===== src/rtl/s2_kes_dcme_param_if.sv =====
// Stage-2 key-equation solver bundle: start/syndromes in, locator/evaluator results out.
interface s2_kes_dcme_param_if #(
    parameter int T = 2
);
    logic               kes_ena;
    logic [16*T-1:0]    rs_syn;
    logic               kes_busy;
    logic               kes_done;
    logic               kes_overrun;
    logic [8*(T+1)-1:0] rs_lambda;
    logic [8*T-1:0]     rs_omega;
    logic [3:0]         rs_err_cnt;
    logic               rs_zero_syn;

    modport master (
        output kes_ena, rs_syn,
        input  kes_busy, kes_done, kes_overrun, rs_lambda, rs_omega, rs_err_cnt, rs_zero_syn
    );

    modport slave (
        input  kes_ena, rs_syn,
        output kes_busy, kes_done, kes_overrun, rs_lambda, rs_omega, rs_err_cnt, rs_zero_syn
    );
endinterface


===== src/rtl/s2_kes_dcme_param.sv =====
// Degree-computationless modified Euclidean key-equation solver over GF(2^8), 2T+1 cycle latency.
// Produces the error locator and evaluator from 2T syndromes; all-zero syndromes take a 2-cycle fast path.
module s2_kes_dcme_param #(
    parameter int T  = 2,
    parameter int CW = 5
) (
    input  logic               clk,
    input  logic               rstn,
    s2_kes_dcme_param_if.slave kes
);
    localparam int N  = 2 * T;
    localparam int LW = 8 * (T + 1);

    typedef enum logic [1:0] {IDLE, ITER, FAST} state_t;
    typedef logic [N:0][7:0] rpoly_t;
    typedef logic [T:0][7:0] lpoly_t;

    state_t        st, st_n;
    rpoly_t        r, q, r_n, q_n, rc;
    lpoly_t        l, u, l_n, u_n, lc;
    logic [CW-1:0] dr, dq, dr_n, dq_n, it;
    logic [7:0]    a, b;
    logic [3:0]    deg_n;
    logic          syn_zero, last, udf;

    // Field polynomial x^8 + x^4 + x^3 + x^2 + 1.
    function automatic logic [7:0] gf2m8_multi(input logic [7:0] x, input logic [7:0] y);
        logic [7:0] p, s;
        p = 8'h00;
        s = x;
        for (int i = 0; i < 8; i++) begin
            if (y[i]) p = p ^ s;
            s = {s[6:0], 1'b0} ^ (s[7] ? 8'h1D : 8'h00);
        end
        return p;
    endfunction

    assign syn_zero = (kes.rs_syn == '0);
    assign last     = (it == CW'(N));
    assign a        = r[N];
    assign b        = q[N];

    for (genvar i = 0; i <= N; i++) begin : g_rc
        assign rc[i] = gf2m8_multi(b, r[i]) ^ gf2m8_multi(a, q[i]);
    end

    for (genvar k = 0; k <= T; k++) begin : g_lc
        assign lc[k] = gf2m8_multi(b, l[k]) ^ gf2m8_multi(a, u[k]);
    end

    // One DCME step; the top coefficients stay aligned at index 2T by shifting.
    always_comb begin
        r_n  = r;
        q_n  = q;
        l_n  = l;
        u_n  = u;
        dr_n = dr;
        dq_n = dq;
        udf  = 1'b0;
        if (a == 8'h00) begin
            r_n  = {r[N-1:0], 8'h00};
            l_n  = {l[T-1:0], 8'h00};
            dr_n = dr - CW'(1);
            udf  = (dr == '0);
        end else if (b == 8'h00) begin
            q_n  = {q[N-1:0], 8'h00};
            u_n  = {u[T-1:0], 8'h00};
            dq_n = dq - CW'(1);
            udf  = (dq == '0);
        end else begin
            r_n = {rc[N-1:0], 8'h00};
            l_n = lc;
            if (dr < dq) begin
                q_n  = r;
                u_n  = l;
                dr_n = dq - CW'(1);
                dq_n = dr;
                udf  = (dq == '0);
            end else begin
                dr_n = dr - CW'(1);
                udf  = (dr == '0);
            end
        end
    end

    always_comb begin
        deg_n = 4'd0;
        for (int k = 1; k <= T; k++)
            if (l_n[k] != 8'h00) deg_n = 4'(k);
    end

    always_ff @(posedge clk or negedge rstn) begin
        if (!rstn) st <= IDLE;
        else       st <= st_n;
    end

    always_comb begin
        st_n = st;
        case (st)
            IDLE:    if (kes.kes_ena) st_n = syn_zero ? FAST : ITER;
            ITER:    if (last) st_n = IDLE;
            FAST:    st_n = IDLE;
            default: st_n = IDLE;
        endcase
    end

    assign kes.kes_busy = (st != IDLE);

    always_ff @(posedge clk or negedge rstn) begin
        if (!rstn) begin
            r               <= '0;
            q               <= '0;
            l               <= '0;
            u               <= '0;
            dr              <= '0;
            dq              <= '0;
            it              <= '0;
            kes.kes_done    <= 1'b0;
            kes.kes_overrun <= 1'b0;
            kes.rs_lambda   <= '0;
            kes.rs_omega    <= '0;
            kes.rs_err_cnt  <= '0;
            kes.rs_zero_syn <= 1'b0;
        end else begin
            kes.kes_done    <= 1'b0;
            kes.kes_overrun <= kes.kes_ena && (st != IDLE);
            case (st)
                IDLE: if (kes.kes_ena) begin
                    r  <= {8'h01, {(8*N){1'b0}}};
                    q  <= {kes.rs_syn, 8'h00};
                    l  <= '0;
                    u  <= LW'(1);
                    dr <= CW'(N);
                    dq <= CW'(N - 1);
                    it <= CW'(1);
                end
                ITER: begin
                    r  <= r_n;
                    q  <= q_n;
                    l  <= l_n;
                    u  <= u_n;
                    dr <= dr_n;
                    dq <= dq_n;
                    it <= it + CW'(1);
                    if (last) begin
                        kes.kes_done    <= 1'b1;
                        kes.rs_lambda   <= l_n;
                        kes.rs_omega    <= r_n[N:T+1];
                        kes.rs_err_cnt  <= deg_n;
                        kes.rs_zero_syn <= 1'b0;
                    end
                end
                FAST: begin
                    kes.kes_done    <= 1'b1;
                    kes.rs_lambda   <= LW'(1);
                    kes.rs_omega    <= '0;
                    kes.rs_err_cnt  <= 4'd0;
                    kes.rs_zero_syn <= 1'b1;
                end
                default: ;
            endcase
        end
    end

    // Degree registers can only wrap if the datapath is broken.
    always_ff @(posedge clk) begin
        if (rstn && st == ITER) assert (!udf);
    end
endmodule

===== src/flat_wrapper.sv =====
// flat-port wrapper written by rule: the top's interface ports become plain ports
module s2_kes_dcme_param_flat 
#(
    parameter int T  = 2,
    parameter int CW = 5
)
  (clk, rstn, kes_kes_ena, kes_rs_syn, kes_kes_busy, kes_kes_done, kes_kes_overrun, kes_rs_lambda, kes_rs_omega, kes_rs_err_cnt, kes_rs_zero_syn);
  s2_kes_dcme_param_if #(.T(T)) kes_i ();
  input  logic clk;
  input  logic rstn;
  input wire logic [$bits(kes_i.kes_ena)-1:0] kes_kes_ena;
  input wire logic [$bits(kes_i.rs_syn)-1:0] kes_rs_syn;
  output wire logic [$bits(kes_i.kes_busy)-1:0] kes_kes_busy;
  output wire logic [$bits(kes_i.kes_done)-1:0] kes_kes_done;
  output wire logic [$bits(kes_i.kes_overrun)-1:0] kes_kes_overrun;
  output wire logic [$bits(kes_i.rs_lambda)-1:0] kes_rs_lambda;
  output wire logic [$bits(kes_i.rs_omega)-1:0] kes_rs_omega;
  output wire logic [$bits(kes_i.rs_err_cnt)-1:0] kes_rs_err_cnt;
  output wire logic [$bits(kes_i.rs_zero_syn)-1:0] kes_rs_zero_syn;
  assign kes_i.kes_ena = kes_kes_ena;
  assign kes_i.rs_syn = kes_rs_syn;
  assign kes_kes_busy = kes_i.kes_busy;
  assign kes_kes_done = kes_i.kes_done;
  assign kes_kes_overrun = kes_i.kes_overrun;
  assign kes_rs_lambda = kes_i.rs_lambda;
  assign kes_rs_omega = kes_i.rs_omega;
  assign kes_rs_err_cnt = kes_i.rs_err_cnt;
  assign kes_rs_zero_syn = kes_i.rs_zero_syn;
  s2_kes_dcme_param #(.T(T), .CW(CW)) u_core (.clk(clk), .rstn(rstn), .kes(kes_i));
endmodule

===== config.mk =====
export PLATFORM = sky130hd
export DESIGN_NAME = s2_kes_dcme_param_flat
export DESIGN_NICKNAME = d
export VERILOG_FILES = /design/src/rtl/s2_kes_dcme_param_if.sv /design/src/rtl/s2_kes_dcme_param.sv /design/src/flat_wrapper.sv
export SDC_FILE = /design/constraint.sdc
export NUM_CORES = 1
export LEC_CHECK = 0
export CAP_MARGIN = 20
export CORE_MARGIN = 1
export CORE_UTILIZATION = 35
export CTS_BUF_LIST = sky130_fd_sc_hd__clkbuf_4 sky130_fd_sc_hd__clkbuf_8
export CTS_CLUSTER_DIAMETER = 100
export CTS_CLUSTER_SIZE = 20
export DETAILED_ROUTE_END_ITERATION = 8
export PLACE_DENSITY = 0.56
export SKIP_LAST_GASP = 1
export SLEW_MARGIN = 20
export SYNTH_ARGS = -nofsm -noshare
export SYNTH_HDL_FRONTEND = slang
export SYNTH_SLANG_ARGS = --single-unit

===== constraint.sdc =====
create_clock -name clk -period 3.8 [get_ports clk]
set_input_delay 0.76 -clock clk [delete_from_list [all_inputs] [get_ports clk]]
set_output_delay 0.76 -clock clk [all_outputs]
set_load 0.02 [all_outputs]

==> parameters.txt <==
Parameter                              Value

Synthesis
  Count of cell types in the netlist ... 64
  Area leader, netlist ... sky130_fd_sc_hd__xnor2_1
  Number of synthesized flops with an enable pin ... 0
  Warnings, synthesis ... 0
  Gate Count Post-Synth ... 2710
  Post-synthesis register bit count ... 175
  Avg Synthesized Cell Area ... 7.37 um^2
  Cell area after synthesis ... 20000 um^2
  Most common flop cell mapped by yosys ... sky130_fd_sc_hd__dfrtp_1
  Proportion of synthesized flip-flops having asynchronous set or reset ... 1.00
  Dominant cells by area after synthesis ... sky130_fd_sc_hd__xnor2_1 24%, sky130_fd_sc_hd__dfrtp_1 22%, sky130_fd_sc_hd__nand2_1 17%, sky130_fd_sc_hd__xor2_1 5.9%, sky130_fd_sc_hd__xnor3_1 3.9%
  Post-synthesis sequential area ratio ... 0.219
  Share of the synthesized area in the top cell type ... 0.243

Layout
  Footprint of the multi-input gates ... 14600 um^2
  Share of the core filled with cells in the final layout ... 0.401
  Area added between synthesis and finish ... 13.1%
  Layout filler cell count ... 5950
  Final instance area ... 22600 um^2
  Ratio of cells with drive above 1 in the final layout ... 0.0876
  Most common cell after layout, fill and taps aside ... sky130_fd_sc_hd__nand2_1
  Most used cells in the layout excluding fill and tap cells ... 926 x sky130_fd_sc_hd__nand2_1, 552 x sky130_fd_sc_hd__xnor2_1, 169 x sky130_fd_sc_hd__dfrtp_1
  Net total in the final layout ... 2772
  Finished Layout Cells ... 3496
  Storage cell area ... 4390 um^2

Place
  Weighted congestion at the end of routability-driven global placement ... 0.994
  IO Port Bufs ... 80
  Placed insts ... 3463
  Cell area reported after detailed placement ... 22200 um^2
  HPWL Detailed ... 58600 um

Timing
  Final Hold Fails ... 0
  Highest achievable clock rate ... 274 MHz
  Final max-slew violation count ... 0
  Ratio of final minimum period to clock period ... 0.960
  Setup Skew ... 25.8 ps
  Sum of negative setup slack ... 0 ps
  Clock period minus final worst setup slack ... 3650 ps
  Worst-case headroom to the max-slew limit ... 0.364
  Transition at the pin with the smallest max-transition slack ... 952 ps
  Setup repair after global routing missed its margin ... no
  Endpoints failing setup ... 0

Floorplan
  Total die area ... 58000 um^2
  Width of the die ... 241 um
  Placeable core region ... 56400 um^2
  Number of rows created at floorplan ... 87
  Ports ... 83
  Starting density of the core ... 0.354
  Height of the chip ... 241 um

Worst setup path
  Total buffers and inverters traversed by the critical path ... 2
  Critical path startpoint ... u_core.b[6]$_DFFE_PN0P_
  Worst setup path category ... flip-flop to flip-flop
  Cell-by-cell trace of the critical path ... buf_4 > buf_4 > xor3_1 > nand2_1 > xnor2_1 > xnor2_1 > xnor3_1 > xnor2_1 > a21o_1 > nand3_1 > or4_4 > o31ai_2
  Highest fanout seen on the critical path ... 10
  Type of element capturing the critical path ... flip-flop
  Type of element launching the critical path ... flip-flop
  Crit Reg-Reg Startpoint ... u_core.b[6]$_DFFE_PN0P_
  Setup slack on the worst flop-to-flop path ... 150 ps
  Critical Path RT ... 4290 ps
  Critical Path Most Common Cell ... sky130_fd_sc_hd__xnor2_1
  Signal arrival time at the worst endpoint ... 4140 ps
  Cell with the largest stage delay on the worst path ... sky130_fd_sc_hd__or4_4
  Maximum cell stage delay along the critical path ... 560 ps
  Number of cells on the worst reg-to-reg path ... 12
  Cell family contributing the most delay on the critical path ... XOR/XNOR gates
  Destination of the worst register-to-register timing path ... u_core.kes.rs_err_cnt[0]$_DFFE_PN0P_

Clock network
  Clock insertion delay at the later pin of the skew report ... 600 ps
  Clock input transition at the sequential cells of the worst setup and hold paths ... 120 ps
  Number of post-CTS setup repair buffers ... 0
  Sink Count ... 175
  Maximum count of clock buffers along a single path ... 2
  Num CTS Buffers ... 17
  CTS HTree Levels ... 4
  Root Buffer ... sky130_fd_sc_hd__clkbuf_8
  TritonCTS clock tree ... yes

Global routing
  Combined global-route utilization of all metal layers ... 0.293
  Remaining global-route overflow ... 0
  Maximum number of pins on one net before global-route repair ... 74
  Initial antenna violation count ... 1
  Vias in the first global route ... 18.7k
  Global-route wire length before repair ... 124000 um

Drt
  Avg WL per Cell ... 23.9 um
  Vias per Instance ... 5.58
  Remaining DRCs ... 0
  First-pass DRT Iterations ... 7
  Routed Antenna Nets ... 0
  Detailed router's first-iteration violation count ... 2259
  Via count ... 19.5k
  Total detailed-routing wirelength ... 83600 um

Run status
  Outcome ... finished clean

Hold path
  Class of the tightest hold or removal check ... input pin to async pin

Run
  # Max-Cap Violations ... 0
[sequential cells by signal, summed over array words and instances, names as in the netlist, 5 cells and up]
name,count
u_core.it,5
u_core.u,24
u_core.l,24
u_core.kes.rs_omega,16
u_core.dq,5
u_core.b,8
u_core.r,24
u_core.kes.rs_lambda,24
u_core.a,8
u_core.q,25
u_core.dr,5
[worst register-to-register path, cell delays in order, from the launching register on]
cell                      delay [ps]
sky130_fd_sc_hd__dfrtp_1         450
sky130_fd_sc_hd__buf_4           180
sky130_fd_sc_hd__buf_4           260
sky130_fd_sc_hd__xor3_1          480
sky130_fd_sc_hd__nand2_1         100
sky130_fd_sc_hd__xnor2_1         150
sky130_fd_sc_hd__xnor2_1         140
sky130_fd_sc_hd__xnor3_1         430
sky130_fd_sc_hd__xnor2_1         190
sky130_fd_sc_hd__a21o_1          220
sky130_fd_sc_hd__nand3_1         100
sky130_fd_sc_hd__or4_4           560
sky130_fd_sc_hd__o31ai_2         260
[worst max-delay path by stage]
stage                                                 to  slack (ps)  depth (start not counted)
floorplan           u_core.kes.rs_err_cnt[1]$_DFFE_PN0P_         600                         11
global placement    u_core.kes.rs_err_cnt[0]$_DFFE_PN0P_         310                         11
detailed placement  u_core.kes.rs_err_cnt[0]$_DFFE_PN0P_         180                         11
CTS                 u_core.kes.rs_err_cnt[0]$_DFFE_PN0P_         130                         11
global route        u_core.kes.rs_err_cnt[0]$_DFFE_PN0P_           4                         12
finish              u_core.kes.rs_err_cnt[0]$_DFFE_PN0P_         150                         12
[synthesized netlist by cell type, drive strengths merged, types with 2 or more instances]
master / instances
nand2: 927
xnor2: 556
dfrtp: 175
clkbuf: 174
o21ai: 162
xor2: 138
buf: 76
a22o: 71
nor2: 59
a21oi: 46
mux2i: 42
xnor3: 35
a22oi: 31
nand3: 28
inv: 22
o31ai: 17
nand2b: 16
nor4: 15
ha: 11
mux2: 9
xor3: 9
a31oi: 8
nand4: 8
a211oi: 7
a21o: 7
nor3: 7
a21boi: 6
o22ai: 6
or2: 4
and2: 3
and3: 3
nand3b: 3
nor2b: 3
o2111ai: 3
o22a: 3
a211o: 2
a41oi: 2
o211ai: 2
o21a: 2
or4: 2
[cell families after synthesis]
group | count (synthesis) | synth area share
other | 1 | 0.000188
DFF | 175 | 0.219
adders and majority gates | 11 | 0.00689
and+or+nand+nor | 1081 | 0.214
AOI/OAI and AO/OA | 380 | 0.121
muxes | 52 | 0.0272
xor gates and xnor gates | 738 | 0.357
buffers and inverters | 272 | 0.0540
[per-layer routing]
| metal | share of wire | track usage |
|---|---|---|
| met5 | 0 | 0 |
| met4 | 0.058 | 0.167 |
| met3 | 0.087 | 0.0524 |
| met2 | 0.45 | 0.456 |
| met1 | 0.40 | 0.381 |
[stage by stage]
stage / hold slack (ps) / worst slack [ps]
global route: 144 / 3.54
floorplan: 443 / 602
CTS: 125 / 127
detailed placement: 471 / 178
finish: 142 / 153
global placement: 461 / 311
[layout make-up]
| type | instances | area share |
|---|---|---|
| Multi-Input combinational cell | 2264 | 0.647 |
| Timing Repair Buffer | 246 | 0.0957 |
| Sequential cell | 175 | 0.194 |
| Clock buffer | 17 | 0.0104 |
| Tap cell | 756 | 0.0419 |
| Inverter | 22 | 0.00365 |
| Antenna cell | 1 | 0.000111 |
| Clock inverter | 15 | 0.00758 |
[what timing repair did]
action	in CTS	in global routing
endpoints found under the setup margin	0	2
hold buffers	0	0
hold endpoints to repair	0	0
gates resized for setup	0	2
Power is left out: the tool's default activity adds up to more than one toggle a clock period on the data nets, which glitch-free logic cannot reach.
